===== src/rtl/melody_sequencer.sv =====
// melody_sequencer: steps through note words in an external synchronous melody
// memory and drives a square wave on speaker for each note's pitch and duration.
// Optional feature macro: ARTICULATION_GAP_EN -- when defined, every note is
// followed by GAP_CYCLES clocks of silence (GAP state); when undefined notes
// run back to back (legato).
module melody_sequencer #(
  parameter int TEMPO_DIV  = 1_200_000,
  parameter int ADDR_W     = 8,
  parameter int GAP_CYCLES = 120_000
) (
  input  logic              clk,
  input  logic              rst,
  input  logic              start,
  input  logic              stop,
  input  logic              loop,
  output logic [ADDR_W-1:0] note_addr,
  input  logic [23:0]       note_data,
  output logic              speaker,
  output logic              busy,
  output logic              done
);

  localparam int TICK_W = (TEMPO_DIV > 1) ? $clog2(TEMPO_DIV) : 1;
  localparam logic [TICK_W-1:0] TICK_MAX = TICK_W'(TEMPO_DIV - 1);

  localparam logic [2:0] S_IDLE  = 3'd0;
  localparam logic [2:0] S_FETCH = 3'd1;
  localparam logic [2:0] S_LOAD  = 3'd2;
  localparam logic [2:0] S_PLAY  = 3'd3;
`ifdef ARTICULATION_GAP_EN
  localparam logic [2:0] S_GAP   = 3'd4;
  localparam int GAP_W = (GAP_CYCLES > 1) ? $clog2(GAP_CYCLES) : 1;
  localparam logic [GAP_W-1:0] GAP_MAX = GAP_W'(GAP_CYCLES - 1);
`endif

  logic [2:0]        state_q, state_d;
  logic [ADDR_W-1:0] addr_q, addr_d;
  logic              spk_q, spk_d;
  logic              busy_q, busy_d;
  logic              done_q, done_d;
  logic [19:0]       hp_q, hp_d;
  logic [19:0]       tone_q, tone_d;
  logic [TICK_W-1:0] tick_q, tick_d;
  logic [3:0]        unit_q, unit_d;
`ifdef ARTICULATION_GAP_EN
  logic [GAP_W-1:0]  gap_q, gap_d;
`endif

  logic [3:0]  nd_dur;
  logic [19:0] nd_hp;
  assign nd_dur = note_data[23:20];
  assign nd_hp  = note_data[19:0];

  // Next-state logic: stop aborts any active state; otherwise walk the note FSM.
  always_comb begin
    state_d = state_q;
    addr_d  = addr_q;
    spk_d   = spk_q;
    done_d  = 1'b0;
    hp_d    = hp_q;
    tone_d  = tone_q;
    tick_d  = tick_q;
    unit_d  = unit_q;
`ifdef ARTICULATION_GAP_EN
    gap_d   = gap_q;
`endif
    if (stop && (state_q != S_IDLE)) begin
      state_d = S_IDLE;
      addr_d  = '0;
      spk_d   = 1'b0;
    end else begin
      case (state_q)
        S_IDLE: begin
          spk_d = 1'b0;
          if (start && !stop) begin
            state_d = S_FETCH;
            addr_d  = '0;
          end
        end
        S_FETCH: state_d = S_LOAD;
        S_LOAD: begin
          if (nd_dur == 4'd0) begin
            // End marker: either rewind and keep going, or finish.
            addr_d = '0;
            if (loop) begin
              state_d = S_FETCH;
            end else begin
              state_d = S_IDLE;
              done_d  = 1'b1;
            end
          end else begin
            hp_d    = nd_hp;
            tone_d  = nd_hp - 20'd1;
            tick_d  = TICK_MAX;
            unit_d  = nd_dur - 4'd1;
            spk_d   = 1'b0;
            state_d = S_PLAY;
          end
        end
        S_PLAY: begin
          // Tone generator; a zero half-period is a rest and stays silent.
          if (hp_q == 20'd0) begin
            spk_d = 1'b0;
          end else if (tone_q == 20'd0) begin
            spk_d  = ~spk_q;
            tone_d = hp_q - 20'd1;
          end else begin
            tone_d = tone_q - 20'd1;
          end
          // Duration: tick wraps every TEMPO_DIV clocks, units count down.
          if (tick_q == '0) begin
            if (unit_q == 4'd0) begin
              spk_d = 1'b0;
`ifdef ARTICULATION_GAP_EN
              state_d = S_GAP;
              gap_d   = GAP_MAX;
`else
              state_d = S_FETCH;
              addr_d  = addr_q + ADDR_W'(1);
`endif
            end else begin
              unit_d = unit_q - 4'd1;
              tick_d = TICK_MAX;
            end
          end else begin
            tick_d = tick_q - TICK_W'(1);
          end
        end
`ifdef ARTICULATION_GAP_EN
        S_GAP: begin
          spk_d = 1'b0;
          if (gap_q == '0) begin
            state_d = S_FETCH;
            addr_d  = addr_q + ADDR_W'(1);
          end else begin
            gap_d = gap_q - GAP_W'(1);
          end
        end
`endif
        default: begin
          state_d = S_IDLE;
          spk_d   = 1'b0;
        end
      endcase
    end
    busy_d = (state_d != S_IDLE);
  end

  // State and output registers with synchronous active-high reset.
  always_ff @(posedge clk) begin
    if (rst) begin
      state_q <= S_IDLE;
      addr_q  <= '0;
      spk_q   <= 1'b0;
      busy_q  <= 1'b0;
      done_q  <= 1'b0;
      hp_q    <= '0;
      tone_q  <= '0;
      tick_q  <= '0;
      unit_q  <= '0;
`ifdef ARTICULATION_GAP_EN
      gap_q   <= '0;
`endif
    end else begin
      state_q <= state_d;
      addr_q  <= addr_d;
      spk_q   <= spk_d;
      busy_q  <= busy_d;
      done_q  <= done_d;
      hp_q    <= hp_d;
      tone_q  <= tone_d;
      tick_q  <= tick_d;
      unit_q  <= unit_d;
`ifdef ARTICULATION_GAP_EN
      gap_q   <= gap_d;
`endif
    end
  end

  assign note_addr = addr_q;
  assign speaker   = spk_q;
  assign busy      = busy_q;
  assign done      = done_q;

endmodule


===== config.mk =====
export PLATFORM = sky130hd
export DESIGN_NAME = melody_sequencer
export DESIGN_NICKNAME = d
export VERILOG_FILES = /design/src/rtl/melody_sequencer.sv
export SDC_FILE = /design/constraint.sdc
export NUM_CORES = 1
export LEC_CHECK = 0
export BUFFER_PORTS_ARGS = -buffer_cell sky130_fd_sc_hd__buf_2
export CELL_PAD_IN_SITES_DETAIL_PLACEMENT = 0
export CELL_PAD_IN_SITES_GLOBAL_PLACEMENT = 1
export CORE_UTILIZATION = 40
export CTS_BUF_LIST = sky130_fd_sc_hd__clkbuf_8 sky130_fd_sc_hd__clkbuf_16
export DETAILED_ROUTE_END_ITERATION = 12
export GPL_TIMING_DRIVEN = 0
export PLACE_DENSITY_LB_ADDON = 0.25
export SYNTH_ARGS = -nofsm -noshare
export SYNTH_HDL_FRONTEND = slang
export SYNTH_SLANG_ARGS = --single-unit

===== constraint.sdc =====
create_clock -name clk -period 4.9 [get_ports clk]
set_clock_uncertainty 0.15 [all_clocks]
set_input_delay 0.49 -clock clk [delete_from_list [all_inputs] [get_ports clk]]
set_output_delay 0.49 -clock clk [all_outputs]
set_load 0.005 [all_outputs]

==> metrics.yaml <==
power_and_ir_drop:
  powerDensity_nw_per_um2: 245
  static-leakage-power_nw: 1.92
  ir_worst_vdd_mv: 0.118
placement:
  placedInstanceArea_um2: 4860
  dp.cells: 735
  gpl_congestion: 0.880
  pre_cts_slack_ns: -0.193
  port-buffer-count: 38
  hpwl_um: 9480
timing:
  post-route-min-period_ns: 4.37
  hold_viol_final: 0
  layout_setup_ws_ns: 0.525
  worst_slack_on_hold_paths_ns: 0.132
  fin_tns_setup_ns: 0
  fraction_of_the_cycle_the_final_worst_path_needs_pct: 89.3
  timing.fmax_mhz: 229
  unrepaired_setup_endpoints_after_global_routing: "no"
  finalSetupViolCount: 0
  max-slew-margin-rel_pct: 33.1
  slew_at_the_pin_closest_to_its_max_slew_limit_ns: 0.998
  finalMaxSlewViolations: 0
die:
  dieHeight_um: 108
  die-width_um: 108
  fp.dieArea_um2: 11700
  floorplan.io_pins: 40
  initial_utilization_pct: 41.3
  core_region_area_um2: 10900
  placement_rows: 38
logic_synthesis:
  synthCells: 557
  synth_area_um2: 4500
  synth_seq_cells: 79
  synthFlopType: "sky130_fd_sc_hd__dfxtp_1"
  async_reset_ff_share_pct: 0
  synth.distinct_cells: 59
  ys_warn_count: 0
  synthesis.nets: 591
  synth-edff-count: 0
  seq_total_area_yosys_pct: 35.2
  syn_area_per_cell_um2: 8.07
critical_path:
  worst_setup_path_end_kind: "flop"
  worst_ep_required_time_ns: 5.01
  endpoint_arrival_time_on_the_critical_path_ns: 4.49
  timing.critical_path.fanout_max: 19
  start_kind: "flop"
  worst_r2r_path_depth: 13
  crit_type: "flop to flop"
cts:
  cts-buffers-inserted: 9
  clockBufferDepth: 2
  cts.root.buffer_cell: "sky130_fd_sc_hd__clkbuf_8"
  postCtsHoldBufs: 0
  cts.repair_timing.setup_buffer_count: 0
  post_cts_resized: 2
  tritoncts: "yes"
  clkTransAtPathRegs_ns: 0.09
  clock_insertion_delay_worst_skew_ns: 0.37
  htreeDepth: 3
  numClockSinks: 79
cells_and_area:
  final_common_cell: "sky130_fd_sc_hd__nor2_1"
  layout_common_cells: "sky130_fd_sc_hd__nor2_1, sky130_fd_sc_hd__dfxtp_1, sky130_fd_sc_hd__buf_2"
  fillerInstances: 1116
  insertedDiodeCount: 0
  final_layout_size_suffix_gt1_share_pct: 13.3
  num-nets-final: 639
  stdcell_area_um2: 5050
  layoutNonFillerInstCount: 750
  synthToLayoutAreaGrowth_pct: 12.3
grt:
  overflow: 0
  grt_use_total_pct: 23.9
  grt_first_pass_wirelength_um: 21500
  antenna_violations_before_repair: 0
  grt_pass1_vias: 4113
  largest_net_degree_at_the_start_of_global_routing: 13
drt:
  detailroute.via_count: 4384
  drt_pre_antenna_iters: 5
  drt_iter0_drc: 327
  routedWlPerCell_um: 17.6
  drc_errors: 0
  antenna_left: 0
  drt_wl_total_um: 13200
  drt-vias-per-instance: 5.85
flow_run:
  reported_max_cap_violation_count: 0
status:
  outcome: "finished, final reports clean"
min_path:
  worstHoldPathType: "primary input to flop"
  hold_path_depth: 2
-- power breakdown --
| group | total [mW] | internal (mW) | leakage (nW) | switching [mW] |
|---|---|---|---|---|
| clock network | 0.495 | 0.243 | 0.108 | 0.251 |
| logic | 0.0939 | 0.0344 | 1.18 | 0.0595 |
| registers | 0.647 | 0.644 | 0.637 | 0.00275 |
-- critical path, stage by stage (launching register included) --
cell                       delay [ns]
sky130_fd_sc_hd__dfxtp_1         0.48
sky130_fd_sc_hd__nand3b_2        0.37
sky130_fd_sc_hd__clkbuf_2        0.36
sky130_fd_sc_hd__clkbuf_2        0.47
sky130_fd_sc_hd__nor2_1          0.11
sky130_fd_sc_hd__a21oi_1         0.15
sky130_fd_sc_hd__ha_1            0.25
sky130_fd_sc_hd__nor4b_1         0.27
sky130_fd_sc_hd__mux2i_1         0.15
sky130_fd_sc_hd__a211o_1         0.31
sky130_fd_sc_hd__a211o_1         0.37
sky130_fd_sc_hd__nor4b_1         0.44
sky130_fd_sc_hd__xnor2_1         0.12
sky130_fd_sc_hd__a211oi_1        0.27
-- kinds of logic after synthesis --
family	Yosys count	share of synthesized area (%)
flip-flops	79	35.2
AO/OA/AOI/OAI	131	18.9
multiplexers	31	6.98
adder cells (fa/ha/maj)	5	1.39
other	1	0.0834
AND/OR/NAND/NOR	243	28.2
XOR/XNOR	32	6.23
buffers and inverters	35	3.06
-- cell type report --
class	instances	area [µm²]	area share, %
Clock inverter	6	52.6	1.04
Clock buffer	10	138	2.72
Tap cell	140	175	3.47
Multi-Input combinational cell	443	2780	55.0
Inverter	8	30.0	0.595
Sequential cell	79	1580	31.3
Buffer	26	106	2.11
Timing Repair Buffer	38	190	3.77
-- final timing paths --
kind	start	endpoint	slack [ns]
worst max-delay path	state_q[2]	tone_q[16]	0.53
worst max register to register	state_q[2]	tone_q[16]	0.53
worst min register to register	tone_q[17]	tone_q[17]	0.33
worst min-delay path	loop	done	0.13
-- registers in the layout, indices dropped and copies added, names as in the netlist --
register and cells:
tick_q 21, hp_q 20, tone_q 20, note_addr 8, unit_q 4, state_q 3
busy 1, done 1, speaker 1
-- per-layer routing --
metal / up-vias / wire (µm) / GRT usage (%)
li1: 2128 / - / -
met5: - / 0 / 0
met1: 2081 / 6280 / 32.3
met4: 0 / 298 / 10.9
met3: 22 / 798 / 4.10
met2: 153 / 5790 / 36.9
-- Yosys cell counts (all sizes together), types with 2 or more instances --
cell type	number	area [µm²]
o211ai	2	15.0
and2	5	31.3
nor3	23	126
nor3b	3	22.5
a21boi	2	15.0
or3	8	50.1
o311ai	2	17.5
dfxtp	79	1580
o21ai	32	160
a221oi	4	58.8
nand4	13	93.8
o21bai	2	15.0
mux2	3	33.8
ha	5	62.6
inv	8	30.0
a211o	3	26.3
or2	6	37.5
nor4b	5	43.8
clkbuf	21	78.8
nor2	84	315
a21oi	41	205
and3	5	31.3
xnor2	18	158
o31ai	4	30.0
xor2	14	123
or4	5	48.8
a311o	2	20.0
o21a	2	15.0
buf	6	28.8
nor4	16	130
a311oi	4	35.0
mux2i	28	280
nand3	14	70.1
nand2b	10	62.6
nand2	40	150
a211oi	18	140
a31oi	6	37.5
a21o	2	15.0
-- per-stage QoR --
step                      utilization, %  power [mW]
after detailed placement            44.7       0.754
after global routing                46.4        1.28
after floorplan                        -       0.718
after CTS                           46.4        1.25
after global placement              44.7       0.754
final                               46.4        1.24
Power figures use the tool's default switching activity.
